### config.mk
export PLATFORM = sky130hd
export DESIGN_NAME = output_stage_fifo
export DESIGN_NICKNAME = d
export VERILOG_FILES = /design/src/rtl/output_stage_fifo.sv
export SDC_FILE = /design/constraint.sdc
export NUM_CORES = 1
export LEC_CHECK = 0
export BUFFER_PORTS_ARGS = -buffer_cell sky130_fd_sc_hd__buf_2
export CAP_MARGIN = 20
export CORE_MARGIN = 3
export CORE_UTILIZATION = 55
export DETAILED_ROUTE_END_ITERATION = 12
export HOLD_SLACK_MARGIN = 0.08
export PLACE_DENSITY = 0.86
export SLEW_MARGIN = 40
export SYNTH_ARGS = -nofsm -noshare
export SYNTH_HDL_FRONTEND = slang
export SYNTH_SLANG_ARGS = --single-unit
### constraint.sdc
create_clock -name clk -period 6.7 [get_ports clk]
set_input_delay 0.67 -clock clk [delete_from_list [all_inputs] [get_ports clk]]
set_output_delay 0.67 -clock clk [all_outputs]
set_load 0.02 [all_outputs]
### src/rtl/output_stage_fifo.sv
`timescale 1ns/1ps
// Generic first-word-fall-through FIFO. A pushed word is at the head one cycle after the push.
// Backpressure: a push is ignored when full and a pop is ignored when empty.
module sync_fifo #(
    parameter int WIDTH = 8,
    parameter int DEPTH = 4,
    localparam int AW = $clog2(DEPTH),
    localparam int CW = $clog2(DEPTH + 1)
) (
    input  logic             clk,
    input  logic             reset,
    input  logic             push_vld,
    input  logic [WIDTH-1:0] push_dat,
    input  logic             pop_rdy,
    output logic             pop_vld,
    output logic [WIDTH-1:0] pop_dat,
    output logic [CW-1:0]    count,
    output logic             full
);
    logic [WIDTH-1:0] mem [DEPTH];
    logic [AW-1:0]    wr_ptr;
    logic [AW-1:0]    rd_ptr;
    logic             do_push;
    logic             do_pop;

    assign full    = (count == CW'(DEPTH));
    assign pop_vld = (count != '0);
    assign do_push = push_vld && !full;
    assign do_pop  = pop_rdy && pop_vld;
    // The head is forced to zero when empty so stale storage never reaches the port.
    assign pop_dat = pop_vld ? mem[rd_ptr] : '0;

    always_ff @(posedge clk or negedge reset) begin
        if (!reset) begin
            wr_ptr <= '0;
            rd_ptr <= '0;
            count  <= '0;
        end else begin
            if (do_push) wr_ptr <= wr_ptr + AW'(1);
            if (do_pop)  rd_ptr <= rd_ptr + AW'(1);
            case ({do_push, do_pop})
                2'b10:   count <= count + CW'(1);
                2'b01:   count <= count - CW'(1);
                default: count <= count;
            endcase
        end
    end

    always_ff @(posedge clk) begin
        if (do_push) mem[wr_ptr] <= push_dat;
    end
endmodule

// ASP output stage: classifies accepted transactions and queues host and network words.
// Latency 1 cycle to FIFO heads and flags; backpressure: in_ready drops when either FIFO is full.
module output_stage_fifo #(
    parameter int data_size = 32,
    parameter int tag_size  = 8,
    parameter int depth     = 4,
    parameter int max_retry = 3,
    localparam int NW = data_size + tag_size,
    localparam int CW = $clog2(depth + 1)
) (
    input  logic                 clk,
    input  logic                 reset,
    input  logic                 in_valid,
    output logic                 in_ready,
    input  logic [1:0]           opcode_in,
    input  logic                 soft_error_in,
    input  logic [data_size-1:0] tx_data_in,
    input  logic [NW-1:0]        tx_data_plus_tag_in,
    input  logic                 tag_match_in,
    input  logic [data_size-1:0] rx_data_in,
    input  logic [NW-1:0]        ndt_in,
    output logic                 host_valid_out,
    input  logic                 host_ready_in,
    output logic [data_size-1:0] host_data_out,
    output logic                 net_valid_out,
    input  logic                 net_ready_in,
    output logic [NW-1:0]        ndt_out,
    output logic                 parity_error_out,
    output logic                 network_ack_out,
    output logic                 retry_exhausted_out,
    output logic                 error_drop_out,
    output logic [CW-1:0]        host_count_out,
    output logic [CW-1:0]        net_count_out
);
    logic                 ready_en;
    logic                 host_full;
    logic                 net_full;
    logic                 accept;
    logic                 err;
    logic                 rxa;
    logic                 txe;
    logic                 host_push;
    logic                 net_push;
    logic [data_size-1:0] host_word;
    logic [NW-1:0]        net_word;
    logic [7:0]           err_cnt;
    logic [7:0]           err_cnt_nxt;

    // ready_en keeps in_ready low until the first clock edge after reset release.
    always_ff @(posedge clk or negedge reset) begin
        if (!reset) ready_en <= 1'b0;
        else        ready_en <= 1'b1;
    end

    assign in_ready  = ready_en && !host_full && !net_full;
    assign accept    = in_valid && in_ready;
    assign err       = soft_error_in;
    assign rxa       = (opcode_in == 2'b10) && tag_match_in;
    assign txe       = (opcode_in == 2'b01);
    assign host_push = accept && ((err && !retry_exhausted_out) || rxa);
    assign host_word = err ? tx_data_in : rx_data_in;
    assign net_push  = accept && ((txe && !err) || rxa);
    assign net_word  = txe ? tx_data_plus_tag_in : ndt_in;

    always_comb begin
        err_cnt_nxt = err_cnt;
        if (accept) begin
            if (!err)                          err_cnt_nxt = '0;
            else if (err_cnt != 8'(max_retry)) err_cnt_nxt = err_cnt + 8'd1;
        end
    end

    always_ff @(posedge clk or negedge reset) begin
        if (!reset) begin
            err_cnt             <= '0;
            retry_exhausted_out <= 1'b0;
            parity_error_out    <= 1'b0;
            network_ack_out     <= 1'b0;
            error_drop_out      <= 1'b0;
        end else begin
            err_cnt             <= err_cnt_nxt;
            retry_exhausted_out <= (err_cnt_nxt == 8'(max_retry));
            if (accept) parity_error_out <= err;
            network_ack_out     <= accept && rxa;
            error_drop_out      <= accept && err && retry_exhausted_out;
        end
    end

    sync_fifo #(.WIDTH(data_size), .DEPTH(depth)) u_host_fifo (
        .clk      (clk),
        .reset    (reset),
        .push_vld (host_push),
        .push_dat (host_word),
        .pop_rdy  (host_ready_in),
        .pop_vld  (host_valid_out),
        .pop_dat  (host_data_out),
        .count    (host_count_out),
        .full     (host_full)
    );

    sync_fifo #(.WIDTH(NW), .DEPTH(depth)) u_net_fifo (
        .clk      (clk),
        .reset    (reset),
        .push_vld (net_push),
        .push_dat (net_word),
        .pop_rdy  (net_ready_in),
        .pop_vld  (net_valid_out),
        .pop_dat  (ndt_out),
        .count    (net_count_out),
        .full     (net_full)
    );
endmodule
==> results.ini, run 1 <==
[grt]
grt.total_usage_pct = 20.3
grt_first_pass_wirelength_um = 41400
largest_net_degree_at_the_start_of_global_routing = 52
via_count_of_the_first_global_routing_pass = 7576
number_of_antenna_violations_at_the_first_check_in_global_routing = 0
grt-ovfl-total = 0

[sta]
post-route-period-util_pct = 46.0
timing.max_slew.rel_slack_pct = 46.0
timing.final.setup_violations = 0
minimum_setup_slack_in_the_final_design_ns = 3.62
report.final.hold_viol_count = 0
finalClockSkew_ns = 0.00718
post-route-min-period_ns = 3.08
achievable-frequency_mhz = 325
rsz0062_at_grt = false
tightest_slew_ns = 0.803
setup-tns-final_ns = 0
drv_slew = 0

[final_layout]
area_delta_synth_final_pct = 19.2
ratio_of_cells_with_drive_above_1_in_the_final_layout_pct = 46.9
ff_latch_area_um2 = 9330
layout.nets = 1110
mostFrequentLayoutCells = edfxtp_1, buf_2, and2_1, mux4_2, mux2_2
final_common_cell = edfxtp_1
area_used_by_multi_input_combinational_logic_um2 = 3810
finish.cell_count_without_fillers = 1287
num_antenna_cells = 0
nFillCells = 1546

[pwr]
max-vdd-ir-drop_mv = 0.265
leakage_nw = 5.78
power_density_nw_per_um2 = 398

[worst_setup_path]
setup_crit_end_kind = output pin
timing.critical_path.slowest_cell_delay_ns = 0.62
type_of_the_setup_path_with_the_least_slack = reg -> out
cp_cell_sequence = buf_4 -> mux4_2 -> and2_1 -> buf_2
critPathRequiredTime_ns = 6.03
timing.critical_path.fanout_max = 34
critPathLaunchType = flip-flop
timing.critical_path.arrival_ns = 2.41
critPathSlowestCell = mux4_2

[synthesis]
sequential_fraction_of_the_synthesis_area_pct = 69.8
postSynth.asyncResetShare_pct = 8.57
synthFlopType = edfxtp_1
syn_inst = 704
yosys_warns = 0
syn_area_per_cell_um2 = 19.0
netlist.top_cell.by_area = edfxtp_1
syn_std_cell_area_um2 = 13400
ys_types = 55
synth-edff-count = 288
ff_latch_count_synth = 315
dominant_cells_by_area_after_synthesis = edfxtp_1, mux4_2, mux2_2
yosysTopAreaCellShare_pct = 64.8
syn-num-nets = 870

[place]
gpl.final_weighted_congestion = 0.758
detailedPlacementHpwl_um = 16600
port_buffers = 237
placed_cells_incl_taps = 1231
pre_cts_ws_ns = 3.78

[flow_run]
cap_violations = 0

[detailed_routing]
ant_nets = 0
drc_errors = 0
vias = 7142
first_iter_violations = 506
drt_first_pass_iters = 5
drt_wl_total_um = 26500
routed_wire_length_per_instance_um = 20.6
vias_per_cell = 5.55

[floorplanning]
die_x_um = 162
die_height_um = 162
die_footprint_um2 = 26200
pin_count = 238
design.core.area_um2 = 23700
floorplan.rows = 56
start_util_pct = 56.4

[clock_tree]
htreeDepth = 1
clkLatencyLatePin_ns = 0.54
cts_hold_repair.buffers = 0
clock_tree_from_tritoncts = built
cts_setup_buffers = 0
clk_root_buffer_cell = clkbuf_16
cts_max_path_buffers = 3
cts_buffers = 30
clk_pin_slew_worst_paths_ns = 0.06
cts.sink_count = 315
post_cts_resized = 0

[min_path]
timing.hold.worst.class = in -> async

[status]
status = finished, final reports clean

==> synthesized netlist by cell type (2+ instances only) <==
library cell and n:
and2_1 82, dfrtp_1 27, o21ai_0 3, xor2_1 7
mux2_1 4, buf_1 12, nor3_1 3, or3_1 3
nand2_1 17, nand2b_1 2, a22o_1 4, buf_4 2
nor2_1 5, mux2i_1 2, a21boi_0 2, inv_1 12
o21ai_1 5, and3_1 2, mux4_2 72, xnor2_1 6
clkbuf_1 15, edfxtp_1 288, ha_1 11, nand3_1 5
nand3b_1 3, nor3b_2 2, fa_1 2, o22ai_1 2
buf_2 8, inv_2 2, mux2_2 69, buf_6 2
==> path summary, 6_finish.rpt <==
check                                             startpoint                           endpoint  slack, ns  depth (start not counted)
min in group clk           u_host_fifo.rd_ptr[1]$_DFFE_PN0P_  u_host_fifo.rd_ptr[1]$_DFFE_PN0P_       0.49                          1
min                                                    reset          network_ack_out$_DFF_PN0_       0.14                          1
max in group asynchronous                              reset   u_net_fifo.rd_ptr[1]$_DFFE_PN0P_       6.09                          1
max                        u_host_fifo.rd_ptr[0]$_DFFE_PN0P_                  host_data_out[31]       3.62                          4
min reg2reg                u_host_fifo.rd_ptr[1]$_DFFE_PN0P_  u_host_fifo.rd_ptr[1]$_DFFE_PN0P_       0.49                          1
max reg2reg                 u_host_fifo.count[0]$_DFFE_PN0P_    u_net_fifo.count[2]$_DFFE_PN0P_       3.82                         10
==> worst max-delay path, delay by kind of cell (launching register included) <==
| family | cells | cell delay [ns] |
|---|---|---|
| flops | 1 | 0.35 |
| buf+inv | 2 | 0.69 |
| simple gates | 1 | 0.20 |
| mux | 1 | 0.62 |
==> report_power, final <==
part | internal, W | switching (W) | total [W]
Clock | 0.00111 | 0.000683 | 0.00179
Sequential | 0.00231 | 0.000142 | 0.00245
Combinational | 0.000927 | 0.00117 | 0.00209
==> cell families (layout without fill, tap and decap cells) <==
| group | count (synthesis) | after routing | share of synthesized area [%] |
|---|---|---|---|
| muxes | 147 | 147 | 18.5 |
| AOI/OAI and AO/OA | 26 | 26 | 1.44 |
| xor gates and xnor gates | 13 | 13 | 0.853 |
| and+or+nand+nor | 136 | 136 | 6.33 |
| adders and majority gates | 13 | 13 | 1.33 |
| DFF | 315 | 315 | 69.8 |
| buffers and inverters | 53 | 317 | 1.73 |
| other | 1 | 1 | 0.0281 |
==> per-layer routing <==
layer / global-route usage, % / share of wire [%]
met5: 0 / 0
met4: 7.25 / 3.4
met1: 25.7 / 38
met3: 3.55 / 6.3
met2: 35.5 / 52
==> sequential cells by signal (all words and copies together), names as in the netlist, 2 cells and up <==
| name | count |
|---|---|
| err_cnt | 8 |
| u_host_fifo.count | 3 |
| u_host_fifo.mem | 128 |
| u_host_fifo.rd_ptr | 2 |
| u_host_fifo.wr_ptr | 2 |
| u_net_fifo.count | 3 |
| u_net_fifo.mem | 160 |
| u_net_fifo.rd_ptr | 2 |
| u_net_fifo.wr_ptr | 2 |
==> layout make-up <==
| cell class | count | area share [%] |
|---|---|---|
| clock inverters | 19 | 1.64 |
| inverters | 14 | 0.330 |
| repair buffers | 247 | 7.95 |
| well taps | 319 | 2.51 |
| flip-flops and latches | 315 | 58.6 |
| multi-input cells | 336 | 23.9 |
| clock buffers | 37 | 5.02 |
==> per-stage QoR <==
step	power [W]	util, %	instance area [um2]	hold slack, ns
2_1_floorplan	0.00396	-	13400	0.374
3_3_place_gp	0.00455	62.7	14800	0.461
3_5_place_dp	0.00459	62.7	14900	0.485
4_1_cts	0.00640	67.2	15900	0.148
5_1_grt	0.00663	67.2	15900	0.184
6_report	0.00634	67.2	15900	0.144
(Power assumes the default switching activity.)
==> inputs of run 2 (changes only) <==
ABC_AREA = 1   (was not set)
clock period = 3.08 ns   (was 6.7 ns; I/O delays follow)
==> run 2 against run 1 <==
Against the previous run: via count rose by 36%; die area increased by 1.1%; area after synthesis grew 1.2%; count of clock-buffer cells in the layout is 3 lower; highest routed layer unchanged; wire length up 19%; sequential power rose by 110%; non-clock buffer count is 13 higher; sequential share of layout area decreased by 0.83 points; clock skew up 0.0029 ns; largest cell class unchanged; power rose by 140%; critical path type unchanged; combinational power rose to 2.8 times the previous value.
==> results.ini, run 2 <==
[worst_setup_path]
regToRegSetupSlack_ns = 0.56  ; was 3.82 ns
timing.critical_path.slowest_cell_delay_ns = 0.64  ; was 0.62 ns
critPathSlowestCell = dfrtp_4  ; was mux4_2
critPathLaunchType = flip-flop  ; unchanged
type_of_the_setup_path_with_the_least_slack = reg -> out  ; unchanged
critPathRequiredTime_ns = 2.77  ; was 6.03 ns
timing.critical_path.arrival_ns = 2.53  ; was 2.41 ns
cp_cell_sequence = inv_2 -> buf_4 -> o21ai_0 -> a21oi_1 -> buf_2  ; was buf_4 -> mux4_2 -> and2_1 -> buf_2
timing.critical_path.fanout_max = 33  ; was 34
setup_crit_end_kind = output pin  ; unchanged

[sta]
post-route-min-period_ns = 2.84
finalClockSkew_ns = 0.0101  ; was 0.00718 ns
drv_slew = 0  ; unchanged
achievable-frequency_mhz = 353
report.final.hold_viol_count = 0  ; unchanged
tightest_slew_ns = 0.643  ; was 0.803 ns
rsz0062_at_grt = false  ; unchanged
minimum_setup_slack_in_the_final_design_ns = 0.244  ; was 3.62 ns
post-route-period-util_pct = 92.1
timing.max_slew.rel_slack_pct = 57.1  ; was 46.0%
timing.final.setup_violations = 0  ; unchanged

[clock_tree]
clock_tree_from_tritoncts = built  ; unchanged
cts_setup_buffers = 0  ; unchanged
cts_buffers = 30  ; unchanged
cts.sink_count = 315  ; unchanged
clk_root_buffer_cell = clkbuf_16  ; unchanged
cts_max_path_buffers = 3  ; unchanged
htreeDepth = 1  ; unchanged
clk_pin_slew_worst_paths_ns = 0.06  ; about the same
clkLatencyLatePin_ns = 0.54  ; about the same

[detailed_routing]
ant_nets = 0  ; unchanged
routed_wire_length_per_instance_um = 17.9  ; was 20.6 um
vias_per_cell = 5.52  ; was 5.55
vias = 9739  ; was 7,142
first_iter_violations = 865  ; was 506
drt_first_pass_iters = 6  ; was 5
routed-wl-met3_um = 2420  ; was 1670 um
drc_errors = 0  ; unchanged
drt_wl_total_um = 31600  ; was 26,500 um
routed.top_layer = met4  ; unchanged
wl_met1_um = 12100  ; was 10,000 um
route.met2.wl_um = 16300  ; was 13,900 um

[floorplanning]
die_footprint_um2 = 26500  ; was 26,200 um2
pin_count = 238  ; unchanged
die_height_um = 163  ; was 162 um
floorplan.rows = 56  ; unchanged
die_x_um = 163  ; was 162 um
start_util_pct = 56.7  ; was 56.4%
design.core.area_um2 = 23800  ; was 23,700 um2

[pwr]
max-vdd-ir-drop_mv = 0.679  ; was 0.265 mV
p_int_w = 0.00915  ; was 0.00434 W
power.share.switching_pct = 38.8  ; was 31.4%
leakage_nw = 6.26  ; was 5.78 nW
net-switching-power_w = 0.00581  ; was 0.00199 W
power.share.combinational_pct = 38.8  ; was 33.0%
clock_power_share_pct = 26.1  ; was 28.3%
power_density_nw_per_um2 = 926  ; was 398 nW/um2
sequentialPowerShare_pct = 35.1  ; was 38.7%

[grt]
via_count_of_the_first_global_routing_pass = 9868  ; was 7,576
grt.total_usage_pct = 22.9  ; was 20.3%
number_of_antenna_violations_at_the_first_check_in_global_routing = 0  ; unchanged
largest_net_degree_at_the_start_of_global_routing = 82  ; was 52
grt_first_pass_wirelength_um = 48300  ; was 41,400 um
grt-ovfl-total = 0  ; unchanged

[final_layout]
mostFrequentLayoutCells = nor2_1, edfxtp_1, buf_2, nand2_1, o21ai_0  ; was edfxtp_1, buf_2, and2_1, mux4_2, mux2_2
registers.top_by_ff_count = u_net_fifo.mem  ; unchanged
num_antenna_cells = 0  ; unchanged
largest_register_ff_count = 160  ; unchanged
layout_top_registers = u_net_fifo.mem x160, u_host_fifo.mem x128, err_cnt x8  ; unchanged
ratio_of_cells_with_drive_above_1_in_the_final_layout_pct = 25.5  ; was 46.9%
area_delta_synth_final_pct = 19.5  ; was 19.2%
final_common_cell = nor2_1  ; was edfxtp_1
layout.nets = 1586  ; was 1,110
layout.cell_area.non_filler_um2 = 16100  ; was 15,900 um2

[synthesis]
syn_std_cell_area_um2 = 13500  ; was 13,400 um2
syn-num-nets = 1362  ; was 870
synthMostInstantiatedCell = nor2_1  ; was edfxtp_1
postSynth.asyncResetShare_pct = 8.57  ; unchanged
ys_types = 32  ; was 55
yosysTopAreaCellShare_pct = 64.0  ; was 64.8%
dominant_cells_by_area_after_synthesis = edfxtp_1, nor2_1, o21ai_0  ; was edfxtp_1, mux4_2, mux2_2
synth.top_cells.by_count = nor2_1, edfxtp_1, nand2_1  ; was edfxtp_1, and2_1, mux4_2
ff_latch_count_synth = 315  ; unchanged
syn_inst = 1196  ; was 704
syn_area_per_cell_um2 = 11.3  ; was 19.0 um2
sequential_fraction_of_the_synthesis_area_pct = 69.0  ; was 69.8%
synthFlopType = edfxtp_1  ; unchanged
synth-edff-count = 288  ; unchanged
netlist.top_cell.by_area = edfxtp_1  ; unchanged
yosys_warns = 0  ; unchanged

[place]
port_buffers = 237  ; unchanged
detailedPlacementHpwl_um = 19100  ; was 16,600 um
gpl.final_weighted_congestion = 0.780  ; was 0.758
pre_cts_ws_ns = 0.599  ; was 3.78 ns
dpl_cell_area_um2 = 15100  ; was 14,900 um2

[flow_run]
cap_violations = 0  ; unchanged

[status]
status = finished, final reports clean  ; unchanged

[min_path]
timing.hold.worst.class = in -> reg  ; was in -> async

==> run 2: per-layer routing <==
metal | up-vias | global-route usage (%)
met5 | - | 0
met4 | 0 | 8.84
met3 | 63 | 3.89
met2 | 452 | 40.0
met1 | 4670 | 28.6
li1 | 4554 | -
==> run 2: final timing paths <==
kind	from	endpoint	depth (start not counted)
max in group asynchronous	reset	u_host_fifo.rd_ptr[0]$_DFFE_PN0P_	2
worst min-delay path	tx_data_plus_tag_in[14]	u_net_fifo.mem[2][14]$_DFFE_PP_	2
worst min register to register	parity_error_out$_DFFE_PN0N_	parity_error_out$_DFFE_PN0N_	2
worst max-delay path	u_host_fifo.rd_ptr[0]$_DFFE_PN0P_	host_data_out[22]	5
worst max register to register	u_host_fifo.count[1]$_DFFE_PN0P_	u_host_fifo.count[2]$_DFFE_PN0P_	11
min in group asynchronous	reset	parity_error_out$_DFFE_PN0N_	2
==> run 2: area by class of cell <==
type / count / area, um2
clock inverters: 22 / 280
flip-flops and latches: 315 / 9330
fillers: 1625 / 7680
repair buffers: 260 / 1420
well taps: 319 / 399
inverters: 39 / 146
clock buffers: 34 / 787
multi-input cells: 774 / 3790
==> run 2: cells by family (layout without fill, tap and decap cells) <==
family	Yosys count	after routing	share of synthesized area [%]
AOI/OAI and AO/OA	234	234	8.75
xor gates and xnor gates	9	9	0.583
adders and majority gates	13	13	1.32
buffers and inverters	107	355	3.33
DFF	315	315	69.0
muxes	40	40	3.33
other	1	1	0.0278
and+or+nand+nor	477	477	13.6
==> run 2: power by group through the flow <==
stage	clock network [W]	registers, W	logic (W)
finish	0.00390	0.00525	0.00580
global route	0.00409	0.00528	0.00634
CTS	0.00394	0.00524	0.00580
detailed placement	0	0.00533	0.00573
global placement	0	0.00530	0.00557
floorplan	0	0.00528	0.00383
==> run 2: what timing repair did <==
item | CTS | global route
gates resized for setup | 0 | 1
endpoints found under the setup margin | 0 | 1
hold buffers | 1 | 0
endpoints found under the hold margin | 27 | 0
==> run 2: per-stage QoR <==
step / setup TNS (ns) / instances / utilization (%) / hold WS [ns] / total power [W]
detailed placement: 0 / 1706 / 63.2 / 0.357 / 0.0111
finish: 0 / 1763 / 67.8 / 0.116 / 0.0150
floorplan: -28.69 / 1196 / - / 0.0124 / 0.00911
global route: 0 / 1763 / 67.8 / 0.105 / 0.0157
global placement: 0 / 1706 / 63.2 / 0.359 / 0.0109
CTS: 0 / 1763 / 67.7 / 0.0898 / 0.0150
==> run 2: worst max-delay path, delay by kind of cell (launching register included) <==
family / cells / cell delay, ns
AO/OA/AOI/OAI: 2 / 0.40
flip-flops: 1 / 0.64
buffers and inverters: 3 / 0.93
==> inputs of run 3 (changes only) <==
==> constraint.sdc (replaced) <==
create_clock -name clk -period 3.08 [get_ports clk]
set_input_delay 0.616 -clock clk [delete_from_list [all_inputs] [get_ports clk]]
set_output_delay 0.616 -clock clk [all_outputs]
set_load 0.02 [all_outputs]
==> run 3 against run 2 <==
Against the previous run: first-iteration DRC count rose by 18%; register-to-register slack got worse by 0.10 ns; sequential power fell by 1%; worst hold slack got worse by 0.037 ns; via count rose by 1.1%; worst setup slack got worse by 0.15 ns; critical endpoint is now host_data_out[23]; critical path depth rose by 1; global-route usage rose by 1.3 points; utilization barely moved; sequential cell count did not move.
==> results.ini, run 3 (synthesized netlist as in run 2, its figures left out) <==
[sta]
report.final.hold_viol_count = 0  ; unchanged
post-route-period-util_pct = 96.9  ; was 92.1%
worst_hold_check_slack_ns = 0.0794  ; was 0.116 ns
timing.final.setup_violations = 0  ; unchanged
tightest_slew_ns = 0.683  ; was 0.643 ns
finalClockSkew_ns = 0.0133  ; was 0.0101 ns
timing.max_slew.rel_slack_pct = 54.4  ; was 57.1%
achievable-frequency_mhz = 335  ; was 353 MHz
post-route-min-period_ns = 2.98  ; was 2.84 ns
drv_slew = 0  ; unchanged

[final_layout]
final_common_cell = nor2_1  ; unchanged
mostFrequentLayoutCells = nor2_1, edfxtp_1, buf_2, nand2_1, o21ai_0  ; unchanged
finish.cell_count_without_fillers = 1769  ; was 1,763
largest_register_ff_count = 160  ; unchanged
nFillCells = 1659  ; was 1,625
area_delta_synth_final_pct = 19.5  ; about the same
post-route-util_pct = 67.8  ; about the same
layout.nets = 1591  ; was 1,586
ff_latch_area_um2 = 9330  ; about the same
area_used_by_multi_input_combinational_logic_um2 = 3790  ; unchanged
layout_top_registers = u_net_fifo.mem x160, u_host_fifo.mem x128, err_cnt x8  ; unchanged
layout.cell_area.non_filler_um2 = 16100  ; about the same
ratio_of_cells_with_drive_above_1_in_the_final_layout_pct = 25.3  ; was 25.5%
registers.top_by_ff_count = u_net_fifo.mem  ; unchanged

[place]
detailedPlacementHpwl_um = 20000  ; was 19,100 um
gpl.final_weighted_congestion = 0.784  ; was 0.780
port_buffers = 237  ; unchanged
placed_cells_incl_taps = 1712  ; was 1,706
dpl_cell_area_um2 = 15100  ; about the same

[grt]
largest_net_degree_at_the_start_of_global_routing = 82  ; unchanged
grt-ovfl-total = 0  ; unchanged
number_of_antenna_violations_at_the_first_check_in_global_routing = 1  ; was 0
via_count_of_the_first_global_routing_pass = 10005  ; was 9,868
grt.total_usage_pct = 24.1  ; was 22.9%
grt_first_pass_wirelength_um = 50700  ; was 48,300 um

[detailed_routing]
drc_errors = 0  ; unchanged
drt_first_pass_iters = 5  ; was 6
drt_wl_total_um = 32700  ; was 31,600 um
routed_wire_length_per_instance_um = 18.5  ; was 17.9 um
first_iter_violations = 1022  ; was 865
vias = 9850  ; was 9,739
ant_nets = 0  ; unchanged
vias_per_cell = 5.57  ; was 5.52

[floorplanning]
pin_count = 238  ; unchanged
floorplan.rows = 56  ; unchanged
start_util_pct = 56.7  ; unchanged
die_x_um = 163  ; unchanged
die_height_um = 163  ; unchanged
design.core.area_um2 = 23800  ; unchanged
die_footprint_um2 = 26500  ; unchanged

[worst_setup_path]
timing.critical_path.arrival_ns = 2.37  ; was 2.53 ns
type_of_the_setup_path_with_the_least_slack = reg -> out  ; unchanged
critPathRequiredTime_ns = 2.46  ; was 2.77 ns
r2r.worst_path.cells = 11  ; unchanged
reg2reg_to = u_host_fifo.count[2]$_DFFE_PN0P_  ; unchanged
crit_reg_reg_startpoint = u_host_fifo.count[0]$_DFFE_PN0P_  ; was u_host_fifo.count[1]$_DFFE_PN0P_
critPathLaunchType = flip-flop  ; unchanged
setup_crit_end_kind = output pin  ; unchanged
regToRegSetupSlack_ns = 0.46  ; was 0.56 ns
timing.critical_path.fanout_max = 65  ; was 33

[clock_tree]
clk_root_buffer_cell = clkbuf_16  ; unchanged
cts_setup_buffers = 0  ; unchanged
cts_hold_repair.buffers = 0  ; was 1
clkLatencyLatePin_ns = 0.55  ; was 0.54 ns
cts.sink_count = 315  ; unchanged
clock_tree_from_tritoncts = built  ; unchanged
post_cts_resized = 0  ; unchanged
clk_pin_slew_worst_paths_ns = 0.06  ; about the same
cts_buffers = 30  ; unchanged
cts_max_path_buffers = 3  ; unchanged
htreeDepth = 1  ; unchanged

[pwr]
max-vdd-ir-drop_mv = 0.744  ; was 0.679 mV
leakage_nw = 6.26  ; about the same
power_density_nw_per_um2 = 922  ; was 926 nW/um2

[status]
status = finished, final reports clean  ; unchanged

[min_path]
timing.hold.worst.class = in -> async  ; was in -> reg

[flow_run]
cap_violations = 0  ; unchanged

## run 3: cell types whose count changed in the layout (fill, tap and decap cells not counted), sizes merged
cell,change
clkinvlp,-2
clkinv,-5
diode,+1
dlygate4sd3,-1
buf,+6
clkbuf,+7
bufinv,-1
inv,+1
## run 3: through the flow
stage                  TNS, ns  worst slack [ns]  total power (W)
detailed placement           0             0.484           0.0111
finish                       0            0.0960           0.0149
CTS                          0           0.00593           0.0149
global placement             0             0.539           0.0109
floorplan               -62.03            -0.388          0.00911
global route        -0.0000264        -0.0000264           0.0157
## run 3: cell type report
cell class | count | area share (%)
multi-input combinational | 774 | 23.5
clock buffer | 41 | 5.04
inverter | 39 | 0.922
timing repair buffer | 265 | 9.06
clock inverter | 15 | 1.29
sequential | 315 | 57.8
tap | 319 | 2.47
antenna | 1 | 0.0155
## run 3: worst max path at each step
stage	start	endpoint	slack (ns)	cells past startpoint
CTS	u_net_fifo.rd_ptr[0]$_DFFE_PN0P_	ndt_out[34]	0.006	6
global route	u_host_fifo.rd_ptr[0]$_DFFE_PN0P_	host_data_out[23]	-0.00003	6
finish	u_host_fifo.rd_ptr[0]$_DFFE_PN0P_	host_data_out[23]	0.1	6
floorplan	opcode_in[0]	u_net_fifo.mem[0][0]$_DFFE_PP_	-0.39	6
detailed placement	in_valid	u_host_fifo.count[2]$_DFFE_PN0P_	0.48	10
global placement	in_valid	u_host_fifo.count[2]$_DFFE_PN0P_	0.54	10
## run 3: worst max-delay path, cell delays in order (launching register included)
cell	delay, ns
dfrtp_2	0.38
buf_4	0.57
nor2_1	0.14
nor2_1	0.11
o21ai_0	0.11
a21oi_1	0.29
buf_2	0.23
## run 3: layer usage
metal / vias to the layer above / wire length (um) / global-route usage, %
li1: 4576 / - / -
met1: 4695 / 12400 / 30.8
met2: 492 / 16700 / 41.9
met3: 87 / 2610 / 4.27
met4: 0 / 928 / 8.34
met5: - / 0 / 0
## run 3: power by group
part	leakage [nW]	switching (W)	total (W)	internal (W)
Clock	0.486	0.00150	0.00376	0.00227
Combinational	2.84	0.00410	0.00593	0.00182
Sequential	2.94	0.000182	0.00519	0.00501
